--- config.mk ---
export PLATFORM = sky130hd
export DESIGN_NAME = lc3b_pipe_stage_flat
export DESIGN_NICKNAME = d
export VERILOG_FILES = /design/src/rtl/lc3b_types.sv /design/src/rtl/lc3b_pipe_stage_if.sv /design/src/rtl/lc3b_stage_entry.sv /design/src/rtl/lc3b_pipe_stage.sv /design/src/flat_wrapper.sv
export SDC_FILE = /design/constraint.sdc
export NUM_CORES = 1
export LEC_CHECK = 0
export ABC_AREA = 1
export BUFFER_PORTS_ARGS = -buffer_cell sky130_fd_sc_hd__buf_2
export CORE_MARGIN = 1
export CORE_UTILIZATION = 50
export CTS_CLUSTER_SIZE = 10
export DETAILED_ROUTE_END_ITERATION = 16
export PLACE_DENSITY = 0.74
export REMOVE_ABC_BUFFERS = 1
export SYNTH_ARGS = -nofsm -noshare
export SYNTH_HDL_FRONTEND = slang
export SYNTH_HIERARCHICAL = 1
export SYNTH_SLANG_ARGS = --single-unit
--- constraint.sdc ---
create_clock -name clk -period 2.4 [get_ports clk]
set_input_delay 0.12 -clock clk [delete_from_list [all_inputs] [get_ports clk]]
set_output_delay 0.12 -clock clk [all_outputs]
set_load 0.01 [all_outputs]
--- src/rtl/lc3b_types.sv ---
// Shared constants and types for LC-3b pipeline stage registers.
package lc3b_types;

  localparam int WORD_W    = 16;
  localparam int NUM_WORDS = 3;

  typedef logic [31:0] lc3b_ipacket;
  localparam int PKT_W = $bits(lc3b_ipacket);

  typedef enum logic [1:0] {
    EMPTY = 2'd0,
    ONE   = 2'd1,
    TWO   = 2'd2
  } lc3b_stage_state_t;

  // Layout matches the flat {words, ipacket} vector the stage stores.
  typedef struct packed {
    logic [NUM_WORDS*WORD_W-1:0] words;
    lc3b_ipacket                 ipacket;
  } lc3b_entry_t;

endpackage

--- src/rtl/lc3b_pipe_stage_if.sv ---
// Ready/valid bus between two adjacent LC-3b pipeline stages.
interface lc3b_pipe_stage_if #(
  parameter int NUM_WORDS = lc3b_types::NUM_WORDS,
  parameter int WORD_W    = lc3b_types::WORD_W,
  parameter int PKT_W     = lc3b_types::PKT_W
);
  logic                        in_valid;
  logic                        in_ready;
  logic [PKT_W-1:0]            in_ipacket;
  logic [NUM_WORDS*WORD_W-1:0] in_words;
  logic                        out_valid;
  logic                        out_ready;
  logic [PKT_W-1:0]            out_ipacket;
  logic [NUM_WORDS*WORD_W-1:0] out_words;

  modport master (
    output in_valid, in_ipacket, in_words, out_ready,
    input  in_ready, out_valid, out_ipacket, out_words
  );

  modport slave (
    input  in_valid, in_ipacket, in_words, out_ready,
    output in_ready, out_valid, out_ipacket, out_words
  );
endinterface

--- src/rtl/lc3b_stage_entry.sv ---
// One held pipeline entry: load enable, async reset, synchronous clear.
module lc3b_stage_entry #(
  parameter int W = 8
) (
  input  logic         clk,
  input  logic         rst,
  input  logic         clr,
  input  logic         load,
  input  logic [W-1:0] d,
  output logic [W-1:0] q
);

  // NOTE: storage is reset so no stale packet can ever reach the zero mask
  // inputs after reset; sequential state uses <= so all flops sample together.
  always_ff @(posedge clk or posedge rst) begin
    if (rst)       q <= '0;
    else if (clr)  q <= '0;
    else if (load) q <= d;
  end

endmodule

--- src/rtl/lc3b_pipe_stage.sv ---
// Pipeline stage register with ready/valid handshake, optional skid entry,
// synchronous flush and a saturating back-pressure counter.
module lc3b_pipe_stage #(
  parameter int NUM_WORDS = lc3b_types::NUM_WORDS,
  parameter int WORD_W    = lc3b_types::WORD_W,
  parameter int PKT_W     = lc3b_types::PKT_W,
  parameter int SKID      = 1
) (
  input  logic                clk,
  input  logic                rst,
  input  logic                flush,
  lc3b_pipe_stage_if.slave    bus,
  output logic [15:0]         stall_cycles
);
  import lc3b_types::*;

  localparam int WORDS_W = NUM_WORDS * WORD_W;
  localparam int ENTRY_W = WORDS_W + PKT_W;

  lc3b_stage_state_t    state, state_nxt;
  logic                 xfer_in, xfer_out;
  logic                 head_load, skid_load, head_from_skid;
  logic [ENTRY_W-1:0]   in_entry, head_d, head_q, skid_q;

  assign bus.out_valid = (state != EMPTY);
  assign xfer_in       = bus.in_valid && bus.in_ready;
  assign xfer_out      = bus.out_valid && bus.out_ready;
  assign in_entry      = {bus.in_words, bus.in_ipacket};

  // With a skid entry the ready path is registered; without it, a full
  // stage can only accept when the head leaves in the same cycle.
  always_comb begin
    if (SKID != 0) bus.in_ready = (state != TWO);
    else           bus.in_ready = (state == EMPTY) || bus.out_ready;
  end

  always_ff @(posedge clk or posedge rst) begin
    if (rst) state <= EMPTY;
    else     state <= state_nxt;
  end

  // NOTE: every output of this block gets a default first, so no path
  // through the case can leave a signal unassigned and infer a latch.
  always_comb begin
    state_nxt      = state;
    head_load      = 1'b0;
    skid_load      = 1'b0;
    head_from_skid = 1'b0;
    case (state)
      EMPTY: if (xfer_in) begin
        state_nxt = ONE;
        head_load = 1'b1;
      end
      ONE: begin
        if (xfer_in && xfer_out) begin
          head_load = 1'b1;
        end else if (xfer_in && SKID != 0) begin
          state_nxt = TWO;
          skid_load = 1'b1;
        end else if (xfer_out) begin
          state_nxt = EMPTY;
        end
      end
      TWO: if (xfer_out) begin
        state_nxt      = ONE;
        head_load      = 1'b1;
        head_from_skid = 1'b1;
      end
      default: state_nxt = EMPTY;
    endcase
    if (flush) begin
      state_nxt = EMPTY;
      head_load = 1'b0;
      skid_load = 1'b0;
    end
    head_d = head_from_skid ? skid_q : in_entry;
  end

  lc3b_stage_entry #(.W(ENTRY_W)) u_head (
    .clk  (clk),
    .rst  (rst),
    .clr  (flush),
    .load (head_load),
    .d    (head_d),
    .q    (head_q)
  );

  // Without SKID the load never fires, so this register reduces to constants.
  lc3b_stage_entry #(.W(ENTRY_W)) u_skid (
    .clk  (clk),
    .rst  (rst),
    .clr  (flush),
    .load (skid_load),
    .d    (in_entry),
    .q    (skid_q)
  );

  assign bus.out_ipacket = bus.out_valid ? head_q[PKT_W-1:0]       : '0;
  assign bus.out_words   = bus.out_valid ? head_q[ENTRY_W-1:PKT_W] : '0;

  always_ff @(posedge clk or posedge rst) begin
    if (rst)
      stall_cycles <= '0;
    else if (bus.out_valid && !bus.out_ready && stall_cycles != 16'hFFFF)
      stall_cycles <= stall_cycles + 16'd1;
  end

endmodule

--- src/flat_wrapper.sv ---
// flat-port wrapper written by rule: the top's interface ports become plain ports
module lc3b_pipe_stage_flat import lc3b_types::*;
#(
  parameter int NUM_WORDS = lc3b_types::NUM_WORDS,
  parameter int WORD_W    = lc3b_types::WORD_W,
  parameter int PKT_W     = lc3b_types::PKT_W,
  parameter int SKID      = 1
)
  (clk, rst, flush, stall_cycles, bus_in_valid, bus_in_ipacket, bus_in_words, bus_out_ready, bus_in_ready, bus_out_valid, bus_out_ipacket, bus_out_words);
  lc3b_pipe_stage_if #(.NUM_WORDS(NUM_WORDS), .WORD_W(WORD_W), .PKT_W(PKT_W)) bus_i ();
  input  logic clk;
  input  logic rst;
  input  logic flush;
  output logic [15:0] stall_cycles;
  input wire logic [$bits(bus_i.in_valid)-1:0] bus_in_valid;
  input wire logic [$bits(bus_i.in_ipacket)-1:0] bus_in_ipacket;
  input wire logic [$bits(bus_i.in_words)-1:0] bus_in_words;
  input wire logic [$bits(bus_i.out_ready)-1:0] bus_out_ready;
  output wire logic [$bits(bus_i.in_ready)-1:0] bus_in_ready;
  output wire logic [$bits(bus_i.out_valid)-1:0] bus_out_valid;
  output wire logic [$bits(bus_i.out_ipacket)-1:0] bus_out_ipacket;
  output wire logic [$bits(bus_i.out_words)-1:0] bus_out_words;
  assign bus_i.in_valid = bus_in_valid;
  assign bus_i.in_ipacket = bus_in_ipacket;
  assign bus_i.in_words = bus_in_words;
  assign bus_i.out_ready = bus_out_ready;
  assign bus_in_ready = bus_i.in_ready;
  assign bus_out_valid = bus_i.out_valid;
  assign bus_out_ipacket = bus_i.out_ipacket;
  assign bus_out_words = bus_i.out_words;
  lc3b_pipe_stage #(.NUM_WORDS(NUM_WORDS), .WORD_W(WORD_W), .PKT_W(PKT_W), .SKID(SKID)) u_core (.clk(clk), .rst(rst), .flush(flush), .bus(bus_i), .stall_cycles(stall_cycles));
endmodule
Word level (Yosys, flattened, before mapping) --
Index checks and enable logic that the tools add are counted.
Word-level totals: bits in registers 178, input port bits 85, output and inout port bits 98, logic and storage cells 47
Operators by class: add/subtract/negate cells 1, eq/ne operators 8, multiplexer cells 23, reductions and logical operators 11
Operators with widths (count):
- $mux W80 | 5
- $mux W48 | 1
- $mux W32 | 1
- $add A16 B1 Y16 const B | 1
- $ne A16 B16 Y1 const B | 1
- $mux W2 | 6
- $mux W1 | 8
- $ne A3 B2 Y1 const B | 2
- $pmux W2 S3 | 1
- $reduce_bool A2 Y1 | 3
- $logic_and A1 B1 Y1 | 5
- $ne A4 B2 Y1 const B | 1
- $reduce_and A4 Y1 | 1
- $ne A3 B3 Y1 const B | 1
- $pmux W1 S3 | 1
- $eq A2 B1 Y1 const B | 1
- $eq A2 B2 Y1 const B | 1
- $logic_not A2 Y1 | 1
- $ne A2 B2 Y1 const B | 1
- $logic_not A1 Y1 | 1

Logic depth before layout (Yosys ltp) --
Gate-level depths: netlist (run 1).
word-level depth 8, depth in mapped cells 9, gate-level depth less buffers 9

Cells and area by module --
Netlist (run 1), hierarchy kept.
By module, submodules not included:
- lc3b_stage_entry | instances 2, cells an instance 348, area an instance 3199.3 um2, seq. area each 2001.9 um2
- lc3b_pipe_stage | instances 1, cells an instance 427, area an instance 2781.4 um2, seq. area each 450.4 um2

Least setup slack after synthesis (run 1) --
No wires, ideal clock.
path kind reg-to-reg, start point register u_core.state[0], end point register u_core.u_head.q[36], library setup time 116 ps, arrival time 1455 ps, required time 2284 ps, path slack 828 ps, cell stages (with the launch flop) 9, clock period less this slack 1572 ps, cell sequence dfrtp_1 nor2_2 nor2_4 a211oi_1 buf_4 nor2_4 buf_2 nand2_1 nand2_1
Between the ends: word-level cells in the longest chain between the ends 7
RTL lines:
- start: declaration | line lc3b_pipe_stage.sv:20 | lc3b_stage_state_t state, state_nxt;
- start signal: assignment | line lc3b_pipe_stage.sv:39 | else state <= state_nxt;
- $ne A2 B2 Y1 / $reduce_bool A2 Y1 (equally long branches) | line lc3b_pipe_stage.sv:33, lc3b_pipe_stage.sv:25
- $logic_and A1 B1 Y1 (on tied branches) | line lc3b_pipe_stage.sv:26, lc3b_pipe_stage.sv:27
- $logic_and A1 B1 Y1 | line lc3b_pipe_stage.sv:55 | if (xfer_in && xfer_out) begin
- $mux W1 | line lc3b_pipe_stage.sv:55
- $pmux W1 S3 (*) | line lc3b_pipe_stage.sv:49 | case (state)
- $mux W1 (*) | line lc3b_pipe_stage.sv:71 | if (flush) begin
- named net u_core.head_load | line lc3b_pipe_stage.sv:22 | logic head_load, skid_load, head_from_skid;
- $reduce_bool A2 Y1 (no source line) (*)
- end signal: assignment | line lc3b_stage_entry.sv:16 | if (rst) q <= '0;
- end signal: assignment | line lc3b_stage_entry.sv:17 | else if (clr) q <= '0;
- end signal: assignment | line lc3b_stage_entry.sv:18 | else if (load) q <= d;
- end: declaration | line lc3b_stage_entry.sv:10 | output logic [W-1:0] q
The timed path passes the listed nets; every way through them passes the cells marked *. The select of a mux whose other input is x is not followed. A chain may end at the register's enable or synchronous reset.

Final worst setup path (run 1) --
start point register u_core.state[1], end point register u_core.u_head.q[50]
Same word-level chain as after synthesis.

==> run summary, run 1 <==
Status = finished clean
Port Buffer Count = 182
Hold path start = bus_out_ready
Layout Skew = 0.007738 ns
Fin crit period = 2.103 ns
Detailed Route Iter0 Violations = 513
CP Capture Type = flip-flop
H-tree depth = 4
IO Count = 183
Syn Std Cell Area = 9180 um^2
RSZ-0062 raised after global routing = no
Tightest Pin Transition = 0.8681 ns
Critical Path Slowest Stage Cell = nor2_4
Die width = 137.5 um
Worst vdd ir = 0.5378 mV
Area contributors post-synth = dfrtp_1 49%, nand2_1 16%, mux2_2 9.8%, nand3_1 9.3%, inv_1 4.2%
Leak pwr = 6.240 nW
DR WL/cell = 15.43 um
Power per cell area = 625.1 nW/um^2
CP delay by family, top = simple AND/OR/NAND/NOR gates
Largest net degree at the start of global routing = 82
Slew headroom = 41.99%
HP Class = input pin to flip-flop
Post-synth top area share = 48.52%
CTS tree = yes
Layout cells sized above 1 = 23.65%
Worst R2R Setup Slack = 0.30 ns
Filler instances = 1,534
Layout Cells excl Fill = 1,595
Layout area overhead = 26.18%
Via density = 5.198
Warnings from Yosys = 6
# Post-CTS Setup Buffers = 0
Cell taking the most area after synthesis = dfrtp_1
Gr busiest metal = met2
Drt pass-1 iters = 7
Slew Limit Fails = 0
Synth Instances = 1,123
Final setup margin = 0.2966 ns
Placement Cell Area = 10,170 um^2
Via count = 8,291
Setup_tns = 0 ns
First-pass GRT wire length = 39,770 um
Critical Path Source = u_core/state[1]
Clock transition at path regs = 0.06 ns
M1 GR Usage = 35.81%
Fin crit share = 87.64%
Antenna violations before repair = 0
Crit-path cells = inv_1 -> nor2_1 -> inv_1 -> a211oi_4 -> nor2_4 -> buf_12 -> nand2_1 -> nand2_1
Commonest non-fill, non-tap cell in the layout = nand2_1
Synth Register Bits = 178
Initial Utilization = 51.10%
Skew-Pair Late Insertion Delay = 0.43 ns
Worst reg2reg path startpoint = u_core/state[1]
Sequential share of the synthesized area = 48.52%
Bufs and invs on worst path = 3
Critical path data required time = 2.77 ns
Met3 usage = 4.599%
Number of buffers created by CTS = 17
CP Max Fanout = 37
Final wirelength = 24,610 um
Grt total ovfl = 0
Gpl congestion = 0.8071
Critical Path Max Stage Delay = 0.67 ns
Core area = 17,960 um^2
Routed Antenna Nets = 0
Design Area, Final = 11,580 um^2
Post-DP HPWL = 14,810 um
GRT Overall Usage = 27.11%
Dpl cells = 1,483
Final hold violation count = 0
Min Hold Slack = 0.09343 ns
Netlist cell types = 23
Fmax achieved = 0.4754 GHz
Clk root buf = clkbuf_16
Synthesized area per cell = 8.175 um^2
Die Height = 137.5 um
Most frequent cells in the layout = 389 x nand2_1, 182 x buf_2, 178 x dfrtp_1, 170 x nand3_1, 101 x inv_1
CP arrival = 2.47 ns
Num Clock Sinks = 178
Max-Cap Viols = 0
Critical Path Source Type = flip-flop
Nets = 1,440
WS Path Type = flip-flop to flip-flop
Vias in the first global route = 8,096
CTS max path bufs = 2
Num rows = 49
Ant. Diodes = 0
Dpl ws = 0.3152 ns
Final setup viols = 0
Die area = 18,910 um^2
GRT met2 Usage = 44.84%
# DRC = 0
-- worst register-to-register path, stage by stage (launching register included) --
cell      delay (ns)
dfrtp_1         0.43
inv_1           0.15
nor2_1          0.10
inv_1           0.13
a211oi_4        0.09
nor2_4          0.67
buf_12          0.32
nand2_1         0.10
nand2_1         0.07
-- timing repair --
action                                  CTS  global route
endpoints found under the setup margin    0             2
hold endpoints to repair                167             0
hold buffers                             81             0
gates resized for setup                   0             1
-- synth_stat cells, drive strengths merged --
cell	instances
a211oi	1
dfrtp	178
buf	59
o21bai	1
o211ai	1
xnor2	6
nand3	170
mux2	80
nand2	392
ha	1
nor2	104
o21ai	6
a21boi	1
nand4	10
clkbuf	8
inv	105
-- per-layer routing --
metal	part of all wire, %	wire length (um)
met1	44	10900
met2	49	11970
met3	5.1	1266
met4	2.0	481
met5	0	0
-- sequential cells by signal (all words and copies together) (netlist names) --
name	flops
u_core/stall_cycles	16
u_core/u_skid/q	80
u_core/state	2
u_core/u_head/q	80
-- final cells by class --
cell class | count | area [um^2] | share of cell area (%)
sequential | 178 | 4454 | 38.45
multi-input combinational | 773 | 3875 | 33.45
timing repair buffer | 279 | 1971 | 17.01
tap | 229 | 286.5 | 2.474
clock inverter | 12 | 157.7 | 1.361
clock buffer | 19 | 442.9 | 3.824
inverter | 105 | 396.6 | 3.424
-- through the flow --
step                total power [mW]  utilization, %
detailed placement             4.305           56.61
global placement               4.284           56.61
floorplan                      3.870               -
global route                   7.511           64.48
CTS                            7.270           64.46
finish                         7.241           64.48
-- path summary, 6_finish.rpt --
check	to	cells past startpoint
setup / recovery	u_core/u_head/q[50]	8
hold / removal	u_core/state[1]	2
setup reg to reg	u_core/u_head/q[50]	8
hold reg to reg	u_core/u_skid/q[2]	2
max in group asynchronous	u_core/u_head/q[59]	4
min in group asynchronous	u_core/u_skid/q[6]	3
-- power breakdown --
group	switching, mW	internal (mW)	leakage [nW]
registers	0.116	3.14	2.45
logic	0.668	0.441	3.51
clock network	1.21	1.67	0.286
-- kinds of logic after synthesis --
kind of cell	share of synthesized area [%]
DFF	48.52
AOI/OAI and AO/OA	0.6952
muxes	9.813
and+or+nand+nor	30.67
adders and majority gates	0.1363
xor gates and xnor gates	0.5724
buffers and inverters	9.595
Power figures use the tool's default switching activity.
==> run 2: changes to the inputs <==
- CTS_BUF_LIST: default -> sky130_fd_sc_hd__clkbuf_8
==> run 2 against run 1 <==
Final cell count did not move. Clock power fell by 25%. Cell area fell by 1.7%. Die area did not move.
==> run summary, run 2 (synthesized netlist as in run 1, its figures left out) <==
CTS max path bufs = 2
Fin crit period = 2.114 ns
GRT Overall Usage = 26.66%
Grt total ovfl = 0
Routed Antenna Nets = 0
Critical path data required time = 2.28 ns
CP arrival = 1.99 ns
Largest registers = u_core/u_head/q: 80 flops, u_core/u_skid/q: 80 flops, u_core/stall_cycles: 16 flops
Die width = 137.5 um
Dpl ws = 0.3152 ns
Nets = 1,440
Final setup viols = 0
Slew Limit Fails = 0
Via density = 5.200
Most frequent cells in the layout = 389 x nand2_1, 182 x buf_2, 178 x dfrtp_1, 170 x nand3_1, 102 x inv_1
Slew headroom = 43.12%
RSZ-0062 raised after global routing = no
Skew-Pair Late Insertion Delay = 0.46 ns
Power per cell area = 572.0 nW/um^2
Number of buffers created by CTS = 17
Via count = 8,294
R2R cell count = 8
Detailed Route Iter0 Violations = 513
CP Capture Type = output port
WS Path Type = flip-flop to output port
Commonest non-fill, non-tap cell in the layout = nand2_1
Final core occ = 63.42%
# DRC = 0
Design Area, Final = 11,390 um^2
Fin crit share = 88.10%
HP Class = input pin to flip-flop
Final hold violation count = 0
DR WL/cell = 15.33 um
Num Clock Sinks = 178
Setup_tns = 0 ns
Layout Skew = 0.007470 ns
Max-Cap Viols = 0
H-tree depth = 4
Clock transition at path regs = 0.08 ns
Placement Cell Area = 10,170 um^2
Die area = 18,910 um^2
Port Buffer Count = 182
Worst vdd ir = 0.3820 mV
Die Height = 137.5 um
Status = finished clean
Fmax achieved = 0.4729 GHz
Post-DP HPWL = 14,810 um
Min Hold Slack = 0.04983 ns
Initial Utilization = 51.10%
Clk root buf = clkbuf_8
Layout cells sized above 1 = 23.65%
Layout Cells excl Fill = 1,595
Layout area overhead = 24.10%
Tightest Pin Transition = 0.8512 ns
Gpl congestion = 0.8071
# Post-CTS Setup Buffers = 0
Vias in the first global route = 8,061
Filler instances = 1,567
Largest net degree at the start of global routing = 82
Tot Pwr = 6.516 mW
Final setup margin = 0.2856 ns
Hold depth = 2
Leak pwr = 6.157 nW
First-pass GRT wire length = 39,320 um
Core area = 17,960 um^2
Ant. Diodes = 0
Antenna violations before repair = 0
Drt pass-1 iters = 7
Dpl cells = 1,483
CTS tree = yes
Num rows = 49
IO Count = 183
Final wirelength = 24,440 um
CP Max Fanout = 81
Critical Path Source Type = flip-flop
==> run 2: changes by cell type in the layout (fill, tap and decap cells not counted), sizes merged <==
cell / previous run / this run
clkbuf: 19 / 18
inv: 105 / 106
==> run 2: path summary, 6_finish.rpt <==
kind                                          start                  end  slack [ns]
worst max-delay path                u_core/state[0]   bus_out_ipacket[6]        0.29
worst min-delay path                  bus_out_ready      u_core/state[1]        0.05
worst max register to register      u_core/state[1]  u_core/u_head/q[76]        0.30
worst min register to register  u_core/u_skid/q[66]  u_core/u_skid/q[66]        0.47
max in group asynchronous                       rst   u_core/u_head/q[1]        1.34
min in group asynchronous                       rst  u_core/u_skid/q[60]        0.28
==> run 2: cell type report <==
| cell class | count | area [um^2] | share of cell area (%) |
|---|---|---|---|
| clock inverter | 13 | 161.4 | 1.417 |
| multi-input combinational | 773 | 3875 | 34.01 |
| sequential | 178 | 4454 | 39.10 |
| inverter | 105 | 396.6 | 3.482 |
| timing repair buffer | 279 | 1971 | 17.30 |
| clock buffer | 18 | 247.7 | 2.175 |
| tap | 229 | 286.5 | 2.515 |
==> run 2: worst max-delay path, stage by stage (launching register included) <==
cell and delay [ns]:
dfrtp_1 0.48, nor2_4 0.20, buf_6 0.49, nor2_1 0.17, buf_2 0.19
==> run 2: routing by layer <==
| layer | vias up | global-route usage, % | share of wire [%] | routed length (um) |
|---|---|---|---|---|
| li1 | 3971 | - | - | - |
| met1 | 4006 | 35.73 | 45 | 11030 |
| met5 | - | 0 | 0 | 0 |
| met3 | 38 | 3.863 | 5.0 | 1227 |
| met2 | 279 | 43.72 | 48 | 11640 |
| met4 | 0 | 10.13 | 2.2 | 545 |
==> run 2: report_power, final <==
| group | internal, mW | total (mW) | switching (mW) |
|---|---|---|---|
| Combinational | 0.441 | 1.11 | 0.668 |
| Sequential | 3.14 | 3.26 | 0.117 |
| Clock | 1.05 | 2.15 | 1.10 |
==> run 2: repair_timing <==
item,4_1_cts,5_1_grt
resized for setup,0,1
hold buffers,81,0
hold endpoints to repair,167,0
endpoints found under the setup margin,0,3
==> run 3: changes to the inputs <==
- SYNTH_HIERARCHICAL: 1 -> default
==> run 3 against run 2 <==
Synthesized area down 0.37%. Die area down 0.36%. Count of clock-buffer cells in the layout down 1. Critical path depth unchanged. Synthesized cell count up 15%. Cell area up 0.85%. Maximum frequency down 0.23%. Largest cell class unchanged. Hold slack better by 0.094 ns. Power up 17%.
==> run summary, run 3 <==
Dpl ws = 0.5963 ns
Initial Utilization = 50.92%
Critical Path Slowest Stage Cell = dfrtp_1
Area contributors post-synth = dfrtp_1 49%, nand2_1 13%, nor2_1 11%, inv_1 7.1%, o21ai_0 7.1%
Bufs and invs on worst path = 2
Post-synth top area share = 48.70%
Syn Std Cell Area = 9146 um^2
Count leader, synth = nand2_1
CP Max Fanout = 54
Cell depth of the worst setup path = 4
Status = finished clean
Power per cell area = 662.0 nW/um^2
Sequential share of the synthesized area = 48.70%
Clk root buf = clkbuf_8
Synth top cells by count = 317 x nand2_1, 258 x nor2_1, 178 x dfrtp_1, 174 x inv_1, 129 x o21ai_0
Largest net degree at the start of global routing = 83
Multi-input logic area = 3659 um^2
Critical path data required time = 2.28 ns
Fin crit share = 88.30%
Critical Path Max Stage Delay = 0.47 ns
Clock transition at path regs = 0.10 ns
Via density = 4.893
Crit-path cells = nor2_4 -> buf_6 -> nor2_1 -> buf_2
Final hold violation count = 0
Skew-Pair Late Insertion Delay = 0.47 ns
Net Sw Frac = 32.86%
Internal Power = 5.106 mW
WS Path Type = flip-flop to output port
# DRC = 0
First-pass GRT wire length = 37,210 um
Flop pwr share = 44.9%
Vias in the first global route = 7,725
Detailed Route Iter0 Violations = 681
Die width = 137.3 um
Tot Pwr = 7.606 mW
Gpl congestion = 0.8869
H-tree depth = 4
Core area = 17,960 um^2
Sequential Area = 4454 um^2
Commonest non-fill, non-tap cell in the layout = nand2_1
Num Clock Sinks = 178
CP Capture Type = output port
Final setup viols = 0
CP delay by family, top = buffers and inverters
CP arrival = 2.00 ns
Tightest Pin Transition = 0.7122 ns
Fmax achieved = 0.4719 GHz
GRT Overall Usage = 25.29%
Synthesized area per cell = 7.096 um^2
Synth Flop Type = dfrtp_1
Final wirelength = 22,980 um
Clock Power Share = 29.7%
Worst vdd ir = 0.4148 mV
HP Class = input pin to flip-flop
Max-Cap Viols = 0
Number of synthesized flops with an enable pin = 0
Drt pass-1 iters = 5
Slew Limit Fails = 0
Post-DP HPWL = 13,560 um
Synth Instances = 1,289
Dpl cells = 1,636
Grt total ovfl = 0
Combinational power share = 25.4%
Hold depth = 4
IO Count = 183
Ant. Diodes = 0
Asr flop ratio synth = 100.0%
DR WL/cell = 13.14 um
Layout cells sized above 1 = 16.05%
Via count = 8,558
Layout Cells excl Fill = 1,749
RSZ-0062 raised after global routing = no
Most frequent cells in the layout = 316 x nand2_1, 257 x nor2_1, 182 x buf_2, 178 x dfrtp_1, 176 x inv_1
Fin crit period = 2.119 ns
Layout area overhead = 25.61%
Die Height = 137.3 um
Num rows = 49
Number of buffers created by CTS = 17
# Post-CTS Setup Buffers = 0
Netlist cell types = 27
Slew headroom = 52.52%
Routed Antenna Nets = 0
Die area = 18,840 um^2
Warnings from Yosys = 0
Nets = 1,593
CTS max path bufs = 2
Leak pwr = 6.067 nW
CTS tree = yes
Filler instances = 1,564
P_sw = 2.499 mW
Layout Skew = 0.01552 ns
Largest registers = u_core.u_head.q: 80 flops, u_core.u_skid.q: 80 flops, u_core.stall_cycles: 16 flops
Port Buffer Count = 182
R2R cell count = 5
Synth Register Bits = 178
Antenna violations before repair = 0
Cell taking the most area after synthesis = dfrtp_1
Critical Path Source Type = flip-flop
Final setup margin = 0.2807 ns
==> run 3: cell count changes in the layout (fill, tap and decap cells not counted), moves of 3 or more <==
cell / previous run / this run
nor2_1: 98 / 257
o21ai_0: 6 / 129
nand3_1: 170 / 85
mux2_2: 80 / 0
inv_1: 102 / 176
nand2_1: 389 / 316
o21ai_1: 0 / 36
nand4_1: 10 / 5
a21oi_1: 0 / 4
nor2_4: 5 / 2
==> run 3: final cells by class <==
class / count / area share (%)
clock inverters: 15 / 1.688
inverters: 178 / 5.903
repair buffers: 279 / 17.26
multi-input cells: 853 / 31.84
clock buffers: 17 / 2.037
well taps: 229 / 2.494
flip-flops and latches: 178 / 38.77
==> run 3: per-layer routing <==
metal | share of wire, % | up-vias | global-route usage, %
met5 | 0 | - | 0
met4 | 2.0 | 0 | 8.303
met3 | 5.6 | 33 | 5.556
met2 | 48 | 260 | 40.46
met1 | 45 | 3919 | 34.05
li1 | - | 4346 | -
==> run 3: final timing paths <==
check	startpoint	end	slack, ns
min in group asynchronous	rst	u_core.u_skid.q[15]	0.32
max in group asynchronous	rst	u_core.u_head.q[68]	1.38
worst min register to register	u_core.u_skid.q[14]	u_core.u_skid.q[14]	0.52
worst max-delay path	u_core.state[0]	bus_out_words[12]	0.28
worst max register to register	u_core.state[0]	u_core.u_skid.q[49]	0.55
worst min-delay path	flush	u_core.u_head.q[48]	0.14
==> run 3: through the flow <==
step	util, %	hold WS, ns	instance area [um^2]	setup TNS (ns)
detailed placement	57.04	0.3064	10250	0
CTS	63.93	0.1143	11480	0
finish	63.95	0.1434	11490	0
floorplan	-	0.2650	8756	-1209.25
global placement	57.04	0.2990	10250	0
global route	63.95	0.1233	11490	0
==> run 3: timing repair <==
action / in CTS / in global routing
endpoints found under the setup margin: 0 / 5
gates resized for setup: 0 / 1
hold buffers: 81 / 0
hold endpoints to repair: 183 / 0
==> run 3: logic make-up (layout without fill, tap and decap cells) <==
family / Yosys count / count (layout) / share of synthesized area (%)
simple gates: 673 / 673 / 29.23
buf+inv: 258 / 489 / 11.60
flops: 178 / 178 / 48.70
compound gates: 171 / 171 / 9.562
xor+xnor: 8 / 8 / 0.7661
fa+ha+maj: 1 / 1 / 0.1368
==> run 3: worst register-to-register path, delay by kind of cell (launching register included) <==
kind / cells / cell delay (ns)
AND/OR/NAND/NOR: 2 / 0.75
flip-flops: 1 / 0.48
AO/OA/AOI/OAI: 1 / 0.12
buffers and inverters: 2 / 0.37
==> run 3: power groups by stage <==
stage | clock, mW | sequential (mW) | combinational, mW
2_1_floorplan | 0 | 3.46 | 1.23
3_3_place_gp | 0 | 3.45 | 1.79
3_5_place_dp | 0 | 3.47 | 1.82
4_1_cts | 2.29 | 3.41 | 1.93
5_1_grt | 2.42 | 3.45 | 2.21
6_report | 2.26 | 3.41 | 1.93
